`src/rtl/dma_desc_scheduler.sv`:
```
// ---------------------------------------------------------------------------
// dma_desc_scheduler
//   Collects DMA descriptors from N_REQ requesters through a round-robin
//   arbiter into a descriptor FIFO, then launches them one at a time on
//   dma_func_wrapper. It tracks done / error / timeout for each transfer and
//   returns a one-cycle completion tagged with the requester ID.
//
// Ports
//   clk, rstn                clock, async active-low reset
//   enable_i                 allow launching of queued descriptors
//   flush_i                  drop every queued (not in-flight) descriptor
//   clr_halt_i               leave HALT after an error or a timeout
//   req_valid_i/req_ready_o  per-requester handshake (ready is a one-hot grant)
//   req_desc_i               flattened descriptors, requester i at slice i
//   dma_go_o, dma_desc_o     launch pulse and descriptor to the DMA engine
//   dma_stats_i, dma_error_i status and error from the DMA engine
//   cpl_valid_o/id/err/tmo   completion pulse and its attributes
//   busy_o, halted_o         FSM in GO/BUSY, FSM in HALT
//   q_count_o                FIFO occupancy
// ---------------------------------------------------------------------------
package dma_desc_sched_pkg;
    typedef struct packed {
        logic [31:0] src_addr;
        logic [31:0] dst_addr;
        logic [31:0] num_bytes;
    } s_dma_desc_t;

    typedef struct packed {
        logic busy;
        logic done;
    } s_dma_status_t;

    typedef struct packed {
        logic rd_err;
        logic wr_err;
    } s_dma_error_t;
endpackage

module dma_desc_scheduler
    import dma_desc_sched_pkg::*;
#(
    parameter int N_REQ       = 4,
    parameter int QDEPTH      = 8,
    parameter int TIMEOUT_CYC = 65536,
    parameter int ID_W        = (N_REQ > 1) ? $clog2(N_REQ) : 1
) (
    input  logic                               clk,
    input  logic                               rstn,
    input  logic                               enable_i,
    input  logic                               flush_i,
    input  logic                               clr_halt_i,
    input  logic [N_REQ-1:0]                   req_valid_i,
    input  logic [N_REQ*$bits(s_dma_desc_t)-1:0] req_desc_i,
    output logic [N_REQ-1:0]                   req_ready_o,
    output logic                               dma_go_o,
    output logic [$bits(s_dma_desc_t)-1:0]     dma_desc_o,
    input  s_dma_status_t                      dma_stats_i,
    input  s_dma_error_t                       dma_error_i,
    output logic                               cpl_valid_o,
    output logic [ID_W-1:0]                    cpl_id_o,
    output logic                               cpl_err_o,
    output logic                               cpl_tmo_o,
    output logic                               busy_o,
    output logic                               halted_o,
    output logic [$clog2(QDEPTH+1)-1:0]        q_count_o
);

    localparam int DW = $bits(s_dma_desc_t);
    localparam int PW = $clog2(QDEPTH);
    localparam int CW = $clog2(QDEPTH+1);
    localparam int TW = (TIMEOUT_CYC > 1) ? $clog2(TIMEOUT_CYC) : 1;
    localparam logic [TW-1:0] TMO_LAST = (TIMEOUT_CYC > 0) ? TW'(TIMEOUT_CYC - 1) : '0;

    typedef struct packed {
        logic [ID_W-1:0] id;
        s_dma_desc_t     desc;
    } s_entry_t;

    typedef enum logic [1:0] {S_IDLE, S_GO, S_BUSY, S_HALT} e_state_t;

    // ------------------------------------------------------------------
    // Arbiter
    // ------------------------------------------------------------------
    s_dma_desc_t      w_req_desc [N_REQ];
    logic [N_REQ-1:0] w_grant;
    logic [ID_W-1:0]  w_win;
    logic [ID_W-1:0]  w_idx;
    logic             w_push;
    logic             w_full;
    logic [ID_W-1:0]  r_rr;
    logic [CW-1:0]    r_count;

    for (genvar g = 0; g < N_REQ; g++) begin : g_unpack
        assign w_req_desc[g] = req_desc_i[g*DW +: DW];
    end

    assign w_full = (r_count == CW'(QDEPTH));

    // Scan from the RR pointer upward, wrapping; the first valid wins.
    always_comb begin
        w_grant = '0;
        w_win   = '0;
        w_idx   = '0;
        if (!w_full && !flush_i) begin
            for (int k = N_REQ - 1; k >= 0; k--) begin
                w_idx = ID_W'((int'(r_rr) + k) % N_REQ);
                if (req_valid_i[w_idx]) begin
                    w_grant = '0;
                    w_grant[w_idx] = 1'b1;
                    w_win = w_idx;
                end
            end
        end
    end

    assign w_push      = |w_grant;
    assign req_ready_o = w_grant;

    always_ff @(posedge clk or negedge rstn) begin
        if (!rstn) begin
            r_rr <= '0;
        end else if (w_push) begin
            if (int'(w_win) == N_REQ - 1) r_rr <= '0;
            else                          r_rr <= w_win + 1'b1;
        end
    end

    // ------------------------------------------------------------------
    // Descriptor FIFO
    // ------------------------------------------------------------------
    s_entry_t      r_mem [QDEPTH];
    logic [PW-1:0] r_wr;
    logic [PW-1:0] r_rd;
    s_entry_t      w_head;
    logic          w_pop;

    assign w_head = r_mem[r_rd];

    always_ff @(posedge clk) begin
        if (w_push) r_mem[r_wr] <= {w_win, w_req_desc[w_win]};
    end

    // Flush snaps the read pointer onto the write pointer; the arbiter is
    // blocked during flush, so no push can race it.
    always_ff @(posedge clk or negedge rstn) begin
        if (!rstn) begin
            r_wr    <= '0;
            r_rd    <= '0;
            r_count <= '0;
        end else if (flush_i) begin
            r_rd    <= r_wr;
            r_count <= '0;
        end else begin
            if (w_push) r_wr <= r_wr + 1'b1;
            if (w_pop)  r_rd <= r_rd + 1'b1;
            r_count <= r_count + CW'(w_push) - CW'(w_pop);
        end
    end

    assign q_count_o = r_count;

    // ------------------------------------------------------------------
    // Sequencer FSM
    // ------------------------------------------------------------------
    e_state_t      r_state;
    e_state_t      w_next;
    s_entry_t      r_cur;
    logic          r_done_q;
    logic [TW-1:0] r_timer;
    logic          w_head_zero;
    logic          w_err;
    logic          w_done_rise;
    logic          w_tmo;
    logic          w_unused;

    assign w_unused    = dma_stats_i.busy;
    assign w_pop       = (r_state == S_IDLE) && enable_i && (r_count != '0) && !flush_i;
    assign w_head_zero = (w_head.desc.num_bytes == '0);
    assign w_err       = |dma_error_i;
    assign w_done_rise = dma_stats_i.done & ~r_done_q;
    assign w_tmo       = (TIMEOUT_CYC != 0) && (r_timer == TMO_LAST);

    always_ff @(posedge clk or negedge rstn) begin
        if (!rstn) begin
            r_state  <= S_IDLE;
            r_cur    <= '0;
            r_done_q <= 1'b0;
            r_timer  <= '0;
        end else begin
            r_state  <= w_next;
            r_done_q <= dma_stats_i.done;
            if (w_pop) r_cur <= w_head;
            // Timer only runs in BUSY; leaving GO always starts it from zero.
            if (r_state == S_BUSY) r_timer <= r_timer + 1'b1;
            else                   r_timer <= '0;
        end
    end

    always_comb begin
        w_next = r_state;
        case (r_state)
            S_IDLE: if (w_pop && !w_head_zero) w_next = S_GO;
            S_GO:   w_next = S_BUSY;
            // Error outranks done; done outranks a coincident timeout.
            S_BUSY: begin
                if (w_err)            w_next = S_HALT;
                else if (w_done_rise) w_next = S_IDLE;
                else if (w_tmo)       w_next = S_HALT;
            end
            S_HALT: if (clr_halt_i) w_next = S_IDLE;
            default: w_next = S_IDLE;
        endcase
    end

    always_comb begin
        dma_go_o   = (r_state == S_GO);
        dma_desc_o = (r_state == S_GO) ? r_cur.desc : '0;
        busy_o     = (r_state == S_GO) || (r_state == S_BUSY);
        halted_o   = (r_state == S_HALT);
    end

    // ------------------------------------------------------------------
    // Completion (registered one cycle after the terminating event)
    // ------------------------------------------------------------------
    logic            w_cpl_v, w_cpl_err, w_cpl_tmo;
    logic [ID_W-1:0] w_cpl_id;

    always_comb begin
        w_cpl_v   = 1'b0;
        w_cpl_id  = '0;
        w_cpl_err = 1'b0;
        w_cpl_tmo = 1'b0;
        case (r_state)
            // Zero-length descriptors complete at pop without touching the DMA.
            S_IDLE: if (w_pop && w_head_zero) begin
                w_cpl_v  = 1'b1;
                w_cpl_id = w_head.id;
            end
            S_BUSY: begin
                if (w_err) begin
                    w_cpl_v   = 1'b1;
                    w_cpl_id  = r_cur.id;
                    w_cpl_err = 1'b1;
                end else if (w_done_rise) begin
                    w_cpl_v  = 1'b1;
                    w_cpl_id = r_cur.id;
                end else if (w_tmo) begin
                    w_cpl_v   = 1'b1;
                    w_cpl_id  = r_cur.id;
                    w_cpl_tmo = 1'b1;
                end
            end
            default: ;
        endcase
    end

    always_ff @(posedge clk or negedge rstn) begin
        if (!rstn) begin
            cpl_valid_o <= 1'b0;
            cpl_id_o    <= '0;
            cpl_err_o   <= 1'b0;
            cpl_tmo_o   <= 1'b0;
        end else begin
            cpl_valid_o <= w_cpl_v;
            cpl_id_o    <= w_cpl_id;
            cpl_err_o   <= w_cpl_err;
            cpl_tmo_o   <= w_cpl_tmo;
        end
    end

endmodule

```
`config.mk`:
```
export PLATFORM = sky130hd
export DESIGN_NAME = dma_desc_scheduler
export DESIGN_NICKNAME = d
export VERILOG_FILES = /design/src/rtl/dma_desc_scheduler.sv
export SDC_FILE = /design/constraint.sdc
export NUM_CORES = 1
export LEC_CHECK = 0
export CELL_PAD_IN_SITES_DETAIL_PLACEMENT = 0
export CELL_PAD_IN_SITES_GLOBAL_PLACEMENT = 2
export CORE_UTILIZATION = 36
export CTS_CLUSTER_DIAMETER = 200
export CTS_CLUSTER_SIZE = 20
export DETAILED_ROUTE_END_ITERATION = 8
export GPL_TIMING_DRIVEN = 1
export PLACE_DENSITY_LB_ADDON = 0.25
export SLEW_MARGIN = 30
export SYNTH_ARGS = -nofsm -noshare
export SYNTH_HDL_FRONTEND = slang
export SYNTH_SLANG_ARGS = --single-unit
```
`constraint.sdc`:
```
create_clock -name clk -period 9.5 [get_ports clk]
set_input_delay 2.375 -clock clk [delete_from_list [all_inputs] [get_ports clk]]
set_output_delay 2.375 -clock clk [all_outputs]
set_load 0.005 [all_outputs]
```
# ---- Yosys cells after proc, flatten, opt, wreduce, memory -nomap -nowiden
# Memory sizes are Yosys's and may differ from the RTL's.
# Cells that the tools add are included.
dict set report word_totals {
  output_inout_bits 112
  register_bits 134
  ram_bits 784
  n_memories 1
  in_bits 397
}
dict set report op_classes {
  eq_ne 9
  n_bitwise 4
  reduce_logical 22
  magnitude_cmp 9
  n_addsub 9
  mux 58
}
# name words word_bits read_ports rd_ports_with_merged_regs wr line_no
set memory_table {}
lappend memory_table {r_mem 8 98 1 0 1 131} ;# s_entry_t r_mem [QDEPTH];
# operator n
set ops {}
lappend ops {{two-way mux 96 bit} 3}
lappend ops {{binary-select mux 96 bit (select 2 bit)} 1}
lappend ops {{logical NOT 32 bit} 1}
lappend ops {{two-way mux 2 bit} 15}
lappend ops {{two-way mux 4 bit} 6}
lappend ops {{two-way mux 1 bit} 19}
lappend ops {{adder 16 x 1 -> 16 bit (second input constant)} 1}
lappend ops {{== test 16 bit (second input constant)} 1}
lappend ops {{two-way mux 16 bit} 1}
lappend ops {{< comparator 2 x 3 -> 1 bit (second input constant)} 4}
lappend ops {{logical AND 1 bit} 10}
lappend ops {{binary-select mux 1 bit (select 2 bit)} 4}
lappend ops {{demux 1 bit (select 2 bit)} 4}
lappend ops {{>= comparator 2 x 1 -> 1 bit (second input constant)} 4}
lappend ops {{one-hot mux 2 bit (4 select lines)} 1}
lappend ops {{adder 3 x 1 -> 3 bit (second input constant)} 2}
lappend ops {{two-way mux 3 bit} 2}
lappend ops {{adder 2 x 1 -> 2 bit (second input constant)} 2}
lappend ops {{adder 2 bit (second input constant)} 2}
lappend ops {{adder 4 x 1 -> 4 bit} 1}
lappend ops {{== test 2 x 1 -> 1 bit (second input constant)} 2}
lappend ops {{== test 2 bit (second input constant)} 2}
lappend ops {{== test 4 bit (second input constant)} 1}
lappend ops {{!= test 4 bit (second input constant)} 1}
lappend ops {{other kinds (18)} 21}

# ---- Logic depth before layout (Yosys ltp)
# Gate-level depths: netlist (run 1).
dict set report logic_depth {
  depth_word 14
  depth_mapped 15
  depth_no_buf 13
}

# ---- Least setup slack after synthesis (run 1)
# No wires, ideal clock.
dict set report synth_timing {
  path_type {in2reg}
  from {input port req_valid_i[2]}
  to {memory r_mem[2][0] (netlist name), enable pin}
  stages 8
  setup_slack_ns -2.228
  arrival_ns 11.033
  cell_sequence {clkbuf_1 mux4_2 nor2b_1 a31oi_1 a21oi_2 nor4_4 or2_1 nor3b_1}
}
dict set report synth_via {
  elab_chain_cells 10
}
# element line_no
set synth_lines {}
lappend synth_lines {{from (decl)} 52} ;# input logic [N_REQ-1:0] req_valid_i,
lappend synth_lines {{binary-select mux 1 bit (select 2 bit)} 107} ;# if (req_valid_i[w_idx]) begin
lappend synth_lines {{two-way mux 1 bit (not written as such)} 107}
lappend synth_lines {{two-way mux 4 bit (3 in a row)} 107}
lappend synth_lines {{two-way mux 4 bit *} 107}
lappend synth_lines {{two-way mux 4 bit *} 104} ;# if (!w_full && !flush_i) begin
lappend synth_lines {{via req_ready_o[1]} 54} ;# output logic [N_REQ-1:0] req_ready_o,
lappend synth_lines {{OR reduction 4 bit *} 116} ;# assign w_push = |w_grant;
lappend synth_lines {{two-way mux 1 bit *} 140} ;# if (w_push) r_mem[r_wr] <= {w_win, w_req_desc[w_win]};
lappend synth_lines {{two-way mux 1 bit (not written as such) *} 140}
lappend synth_lines {{to (decl)} 131}
# Mark *: on every way through the listed nets, which the timed path passes. The rest lies on a longest branch. The select of a mux whose other input is x is not followed.

# ---- Worst setup path after layout (run 1)
dict set report layout_timing {
  from {input port flush_i}
  to {output port req_ready_o[3]}
}
dict set report layout_via {
  elab_chain_cells 3
}
# element line_no
set layout_lines {}
lappend layout_lines {{from (decl)} 50} ;# input logic flush_i,
lappend layout_lines {{logical NOT 1 bit} 104}
lappend layout_lines {{logical AND 1 bit} 104}
lappend layout_lines {{two-way mux 4 bit} 104}
lappend layout_lines {{to (decl)} 54}
# No other way between the ends.

==> impl_metrics.json, run 1 <==
{
  "tightest_slew_ns": 0.994,
  "antenna_found_initial": 4,
  "arrival_ns": 4.75,
  "cts_tree": "built",
  "vias": 22700,
  "yosysWarnings": 0,
  "core_area_um2": 107000,
  "syn_area_per_cell_um2": 15.5,
  "multi_input_area_um2": 11300,
  "dr.pass1.iters": 5,
  "yosysSeqAreaShare_pct": 69.1,
  "ant_nets": 0,
  "synth_nets": 2927,
  "max_freq_mhz": 140,
  "grt_pass1_wl_um": 150000,
  "critPathLaunchType": "primary input",
  "fin_nets": 3364,
  "period_needed_ns": 7.12,
  "max_stage_delay_ns": 0.69,
  "syn-instance-count": 2508,
  "cts_setup_buffers": 0,
  "dieArea_um2": 109000,
  "design_area_um2": 47100,
  "dpl_cell_area_um2": 45500,
  "grt_use_total_pct": 18.4,
  "cts_buffers": 51,
  "synth-seq-cells": 918,
  "slew_headroom_pct": 33.7,
  "clkPwrFrac_pct": 16.1,
  "die_h_um": 331,
  "leakage_uw": 0.0162,
  "wirelength_um": 102000,
  "switching_share_pct": 34.2,
  "drive_above_1_share_pct": 10.5,
  "final_common_cell": "edfxtp_1",
  "synthMuxAreaShare_pct": 14.0,
  "timing_hold_violations_final": 0,
  "insertion_delay_ns": 0.62,
  "fillCellCount": 9524,
  "status": "complete, no violations",
  "synth.area.top_cells": "edfxtp_1 61%, mux4_2 10%, dfrtp_1 8.6%",
  "synth_area_leader_cell": "edfxtp_1",
  "synth-compound-area-share_pct": 4.12,
  "pin_count": 509,
  "setup_viol": 0,
  "cts_resized": 0,
  "clock_path_buffers": 3,
  "die_x_um": 331,
  "maxCapViolations": 0,
  "powerDensity_nw_per_um2": 304,
  "rows": 120,
  "diodes": 0,
  "synth_top_family_by_area": "multiplexers",
  "remaining_drc_errors": 0,
  "required_ns": 7.13,
  "hpwl_um": 60500,
  "clk_pin_slew_worst_paths_ns": 0.09,
  "viasPerCell": 5.17,
  "area_growth_pct": 21.0,
  "finClkSkew_ns": 0.0209,
  "seq_area_um2": 26900,
  "post_drt_wl_per_cell_um": 23.2,
  "async_reset_ff_share_pct": 14.6,
  "cp_top_family": "compound AO/OA/AOI/OAI gates",
  "cp_max_fo": 12,
  "grt_max_degree": 132,
  "p_int_uw": 9420,
  "r2r_slack_ns": 4.28,
  "critPathCaptureType": "output port",
  "slew_violations": 0,
  "synth.top_cell.area_share_pct": 60.5,
  "synth_fa_ha_area_share_pct": 0.727,
  "grt_overflow": 0,
  "htreeDepth": 2,
  "cts_sinks": 918,
  "synth-xor-area-share_pct": 0.473,
  "final_cell_mix": "784 x edfxtp_1, 506 x clkdlybuf4s50_1, 491 x nand2_1, 173 x mux4_2, 138 x mux2i_1",
  "p_seq_share_pct": 46.0,
  "slowest_stage": "a21oi_1",
  "start_util_pct": 36.3,
  "switching_power_uw": 4890,
  "hold_slack_ns": 0.479,
  "gp_congestion": 0.786,
  "grt_pass1_vias": 24000,
  "syn_area_um2": 38900,
  "crit_path_cell_trace": "clkdlybuf4s50_1 > a21oi_1 > o21ai_0 > a21oi_2 > clkdlybuf4s50_1",
  "cp_common_cell": "clkdlybuf4s50_1",
  "synth_edf_count": 784,
  "drtIter0Drc": 1465,
  "rsz0062_at_grt": "no",
  "port_buffers": 507,
  "critPathBufInv": 2,
  "period_share_pct": 75.0,
  "yosysUniqueCellTypes": 58,
  "synth_simple_gate_area_share_pct": 9.47,
  "final_util_pct": 44.0,
  "cts_hold_buf": 0,
  "worst_hold_path_type": "reg2reg",
  "path_class": "in2out",
  "synthFlopType": "edfxtp_1",
  "ctsRootBufferMaster": "clkbuf_16",
  "peakVddDrop_mv": 0.256,
  "combPwrFrac_pct": 37.9
}
-- power groups by stage --
stage / clock network [uW] / logic (uW) / registers (uW)
CTS: 2380 / 5520 / 6630
global route: 2500 / 5940 / 6690
detailed placement: 0 / 5500 / 6720
finish: 2310 / 5420 / 6580
global placement: 0 / 5380 / 6650
floorplan: 0 / 3580 / 6550
-- cell usage after synthesis (11+ instances only) --
cell	instances
clkbuf_1	93
and3_1	97
mux2_2	11
buf_1	23
dfrtp_1	134
buf_2	28
mux4_2	173
nor2b_1	23
inv_1	11
o21ai_0	95
a22o_1	16
buf_4	11
ha_1	21
a31oi_1	102
xnor2_1	14
mux2i_1	138
nand2_1	491
and2_1	113
nor2_1	16
edfxtp_1	784
-- cells by family (layout without fill, tap and decap cells) --
kind of cell             Yosys count  after routing
multiplexers                     325            325
adder cells (fa/ha/maj)           22             22
flip-flops                       918            918
XOR/XNOR                          21             21
AND/OR/NAND/NOR                  786            786
buffers and inverters            177            655
AO/OA/AOI/OAI                    259            259
-- final timing paths --
path | startpoint | end | cells past startpoint
min | r_cur[92]$_DFFE_PN0P_ | r_cur[92]$_DFFE_PN0P_ | 2
min reg2reg | r_cur[92]$_DFFE_PN0P_ | r_cur[92]$_DFFE_PN0P_ | 2
max reg2reg | r_rr[0]$_DFFE_PN0P_ | r_mem[5][95]$_DFFE_PP_ | 11
max | flush_i | req_ready_o[3] | 5
max in group asynchronous | rstn | r_cur[68]$_DFFE_PN0P_ | 2
min in group asynchronous | rstn | r_cur[11]$_DFFE_PN0P_ | 1
-- worst reg2reg max path, cell delays in order (launching register included) --
cell	delay (ns)
dfrtp_1	0.81
inv_2	0.25
ha_1	0.47
mux2_2	0.46
mux2i_4	0.22
a21oi_2	0.22
nor4_4	0.08
buf_4	0.19
nand2b_1	0.26
nor3b_2	0.25
buf_4	0.76
buf_4	0.84
-- metrics by stage --
stage / TNS (ns) / power, uW / cells / setup WS [ns]
after global placement: 0 / 12000 / 4291 / 2.40
after CTS: 0 / 14500 / 4386 / 2.36
after detailed placement: 0 / 12200 / 4292 / 2.36
after global routing: 0 / 15100 / 4389 / 2.20
final: 0 / 14300 / 4389 / 2.38
after floorplan: -583.79 / 10100 / 2508 / -2.17
-- registers in the layout, summed over array words and instances (netlist names) --
| register | cells |
|---|---|
| cpl_err_o | 1 |
| cpl_id_o | 2 |
| cpl_tmo_o | 1 |
| cpl_valid_o | 1 |
| q_count_o | 4 |
| r_cur | 98 |
| r_done_q | 1 |
| r_mem | 784 |
| r_rd | 3 |
| r_rr | 2 |
| r_state | 2 |
| r_timer | 16 |
| r_wr | 3 |
-- final cells by class --
| cell class | count | area share (%) |
|---|---|---|
| sequential | 918 | 57.1 |
| clock buffer | 94 | 3.16 |
| timing repair buffer | 547 | 11.8 |
| inverter | 14 | 0.128 |
| tap | 1403 | 3.73 |
| multi-input combinational | 1413 | 24.1 |
-- routing by layer --
layer / global-route usage, % / part of all wire, % / vias to the layer above
met2: 33.0 / 52 / 524
met1: 24.0 / 43 / 11800
li1: - / - / 10400
met3: 2.59 / 4.4 / 75
met5: 0 / 0.030 / -
met4: 2.91 / 1.1 / 4
Note: power is estimated with default switching activity, not from simulation.
==> inputs of run 2 (changes only) <==
--- a/config.mk
+++ b/config.mk
@@ -7,7 +7,7 @@
 export LEC_CHECK = 0
 export CELL_PAD_IN_SITES_DETAIL_PLACEMENT = 0
 export CELL_PAD_IN_SITES_GLOBAL_PLACEMENT = 2
-export CORE_UTILIZATION = 36
+export CORE_UTILIZATION = 40
 export CTS_CLUSTER_DIAMETER = 200
 export CTS_CLUSTER_SIZE = 20
 export DETAILED_ROUTE_END_ITERATION = 8
==> constraint.sdc (replaced) <==
create_clock -name clk -period 7.4 [get_ports clk]
set_input_delay 1.85 -clock clk [delete_from_list [all_inputs] [get_ports clk]]
set_output_delay 1.85 -clock clk [all_outputs]
set_load 0.005 [all_outputs]
==> impl_metrics.json, run 2 (synthesized netlist as in run 1, its figures left out) <==
{
  "final_common_cell": "edfxtp_1",
  "grt_pass1_vias": 23800,
  "gp_congestion": 0.785,
  "powerDensity_nw_per_um2": 389,
  "cts_hold_buf": 0,
  "cp_common_cell": "clkdlybuf4s50_1",
  "cts_setup_buffers": 0,
  "slew_violations": 0,
  "leakage_uw": 0.0163,
  "period_needed_ns": 6.05,
  "grt_max_degree": 120,
  "cts_buffers": 51,
  "max_stage_delay_ns": 0.65,
  "remaining_drc_errors": 0,
  "total_power_uw": 18300,
  "slew_headroom_pct": 30.4,
  "final_cell_mix": "784 x edfxtp_1, 506 x clkdlybuf4s50_1, 491 x nand2_1, 173 x mux4_2, 138 x mux2i_1",
  "cts_sinks": 918,
  "core_area_um2": 96600,
  "fin_nets": 3373,
  "status": "complete, no violations",
  "start_util_pct": 40.3,
  "switching_share_pct": 34.0,
  "top_regs": "r_mem: 784 flops, r_cur: 98 flops, r_timer: 16 flops",
  "required_ns": 5.55,
  "period_share_pct": 81.8,
  "die_x_um": 314,
  "post_drt_wl_per_cell_um": 23.0,
  "crit_path_cell_trace": "clkdlybuf4s50_1 > or3b_2 > o211ai_1 > a31oi_1 > a21oi_2 > clkdlybuf4s50_1",
  "peakVddDrop_mv": 0.301,
  "fillCellCount": 8154,
  "port_buffers": 507,
  "clk_pin_slew_worst_paths_ns": 0.08,
  "path_class": "in2out",
  "tightest_slew_ns": 1.04,
  "area_growth_pct": 20.9,
  "arrival_ns": 4.20,
  "setup_viol": 0,
  "p_int_uw": 12100,
  "switching_power_uw": 6230,
  "ctsRootBufferMaster": "clkbuf_16",
  "pin_count": 509,
  "dr.pass1.iters": 5,
  "dieArea_um2": 98500,
  "largest_reg_flops": 784,
  "cts_tree": "built",
  "vias": 22700,
  "cp_max_fo": 11,
  "rsz0062_at_grt": "no",
  "maxCapViolations": 0,
  "pre_cts_ws_ns": 1.33,
  "p_seq_share_pct": 46.2,
  "drive_above_1_share_pct": 10.8,
  "clkPwrFrac_pct": 16.1,
  "grt_pass1_wl_um": 147000,
  "finClkSkew_ns": 0.0328,
  "worst_hold_path_type": "reg2reg",
  "seq_area_um2": 26900,
  "max_freq_mhz": 165,
  "antenna_found_initial": 6,
  "insertion_delay_ns": 0.64,
  "critPathBufInv": 2,
  "wirelength_um": 98300,
  "setup_ws_ns": 1.35,
  "grt_use_total_pct": 19.8,
  "ant_nets": 0,
  "rows": 114,
  "regMostFlops": "r_mem",
  "multi_input_area_um2": 11400,
  "cts_resized": 0,
  "viasPerCell": 5.31,
  "drtIter0Drc": 1722,
  "htreeDepth": 2,
  "critPathLaunchType": "primary input",
  "timing_hold_violations_final": 0,
  "die_h_um": 314,
  "slowest_stage": "clkdlybuf4s50_1",
  "critPathCaptureType": "output port",
  "cp_top_family": "buffers and inverters",
  "grt_overflow": 0,
  "hpwl_um": 59400,
  "combPwrFrac_pct": 37.7,
  "clock_path_buffers": 3
}
-- run 2: layout make-up --
type                    instances  area share [%]
clock buffers                  93            3.09
well taps                    1276            3.39
multi-input cells            1413            24.2
diodes                          5          0.0266
flip-flops and latches        918            57.2
clock inverters                 3          0.0612
repair buffers                556            12.0
inverters                      14           0.128
-- run 2: worst min-delay path, delay by kind of cell (launching register included) --
family	cells	cell delay, ns
DFF	1	0.34
AOI/OAI and AO/OA	1	0.06
and+or+nand+nor	1	0.04
-- run 2: power groups by stage --
stage / clock network (uW) / logic (uW) / registers [uW]
CTS: 3030 / 7070 / 8480
floorplan: 0 / 4610 / 8350
finish: 2940 / 6920 / 8470
detailed placement: 0 / 7060 / 8600
global route: 3180 / 7590 / 8610
global placement: 0 / 6840 / 8530
-- run 2: metrics by stage --
stage	instance area [um^2]	cells	setup TNS [ns]	hold WS, ns	util, %
after floorplan	38900	2508	-237.39	0.441	-
after global placement	45500	4174	0	0.453	47.1
after detailed placement	45500	4175	0	0.462	47.1
after CTS	47000	4271	0	0.481	48.7
after global routing	47000	4273	0	0.509	48.7
final	47100	4278	0	0.475	48.7
-- run 2: metal layers --
metal  global-route usage (%)  vias up  share of wire [%]
li1                         -    10400                  -
met5                        0        -             0.0081
met4                     3.43        2                1.3
met2                     34.7      488                 51
met1                     26.8    11700                 43
met3                     2.49       86                4.5
-- run 2: path summary, 6_finish.rpt --
kind                                             from                      to  slack (ns)  depth (start not counted)
worst min-delay path            r_cur[52]$_DFFE_PN0P_   r_cur[52]$_DFFE_PN0P_        0.47                          2
max in group asynchronous                        rstn   r_cur[49]$_DFFE_PN0P_        5.05                          2
worst min register to register  r_cur[52]$_DFFE_PN0P_   r_cur[52]$_DFFE_PN0P_        0.47                          2
worst max register to register    r_rr[0]$_DFFE_PN0P_  r_mem[7][87]$_DFFE_PP_        2.88                         10
worst max-delay path                   req_valid_i[3]          req_ready_o[2]        1.35                          6
min in group asynchronous                        rstn   r_cur[21]$_DFFE_PN0P_        1.12                          1
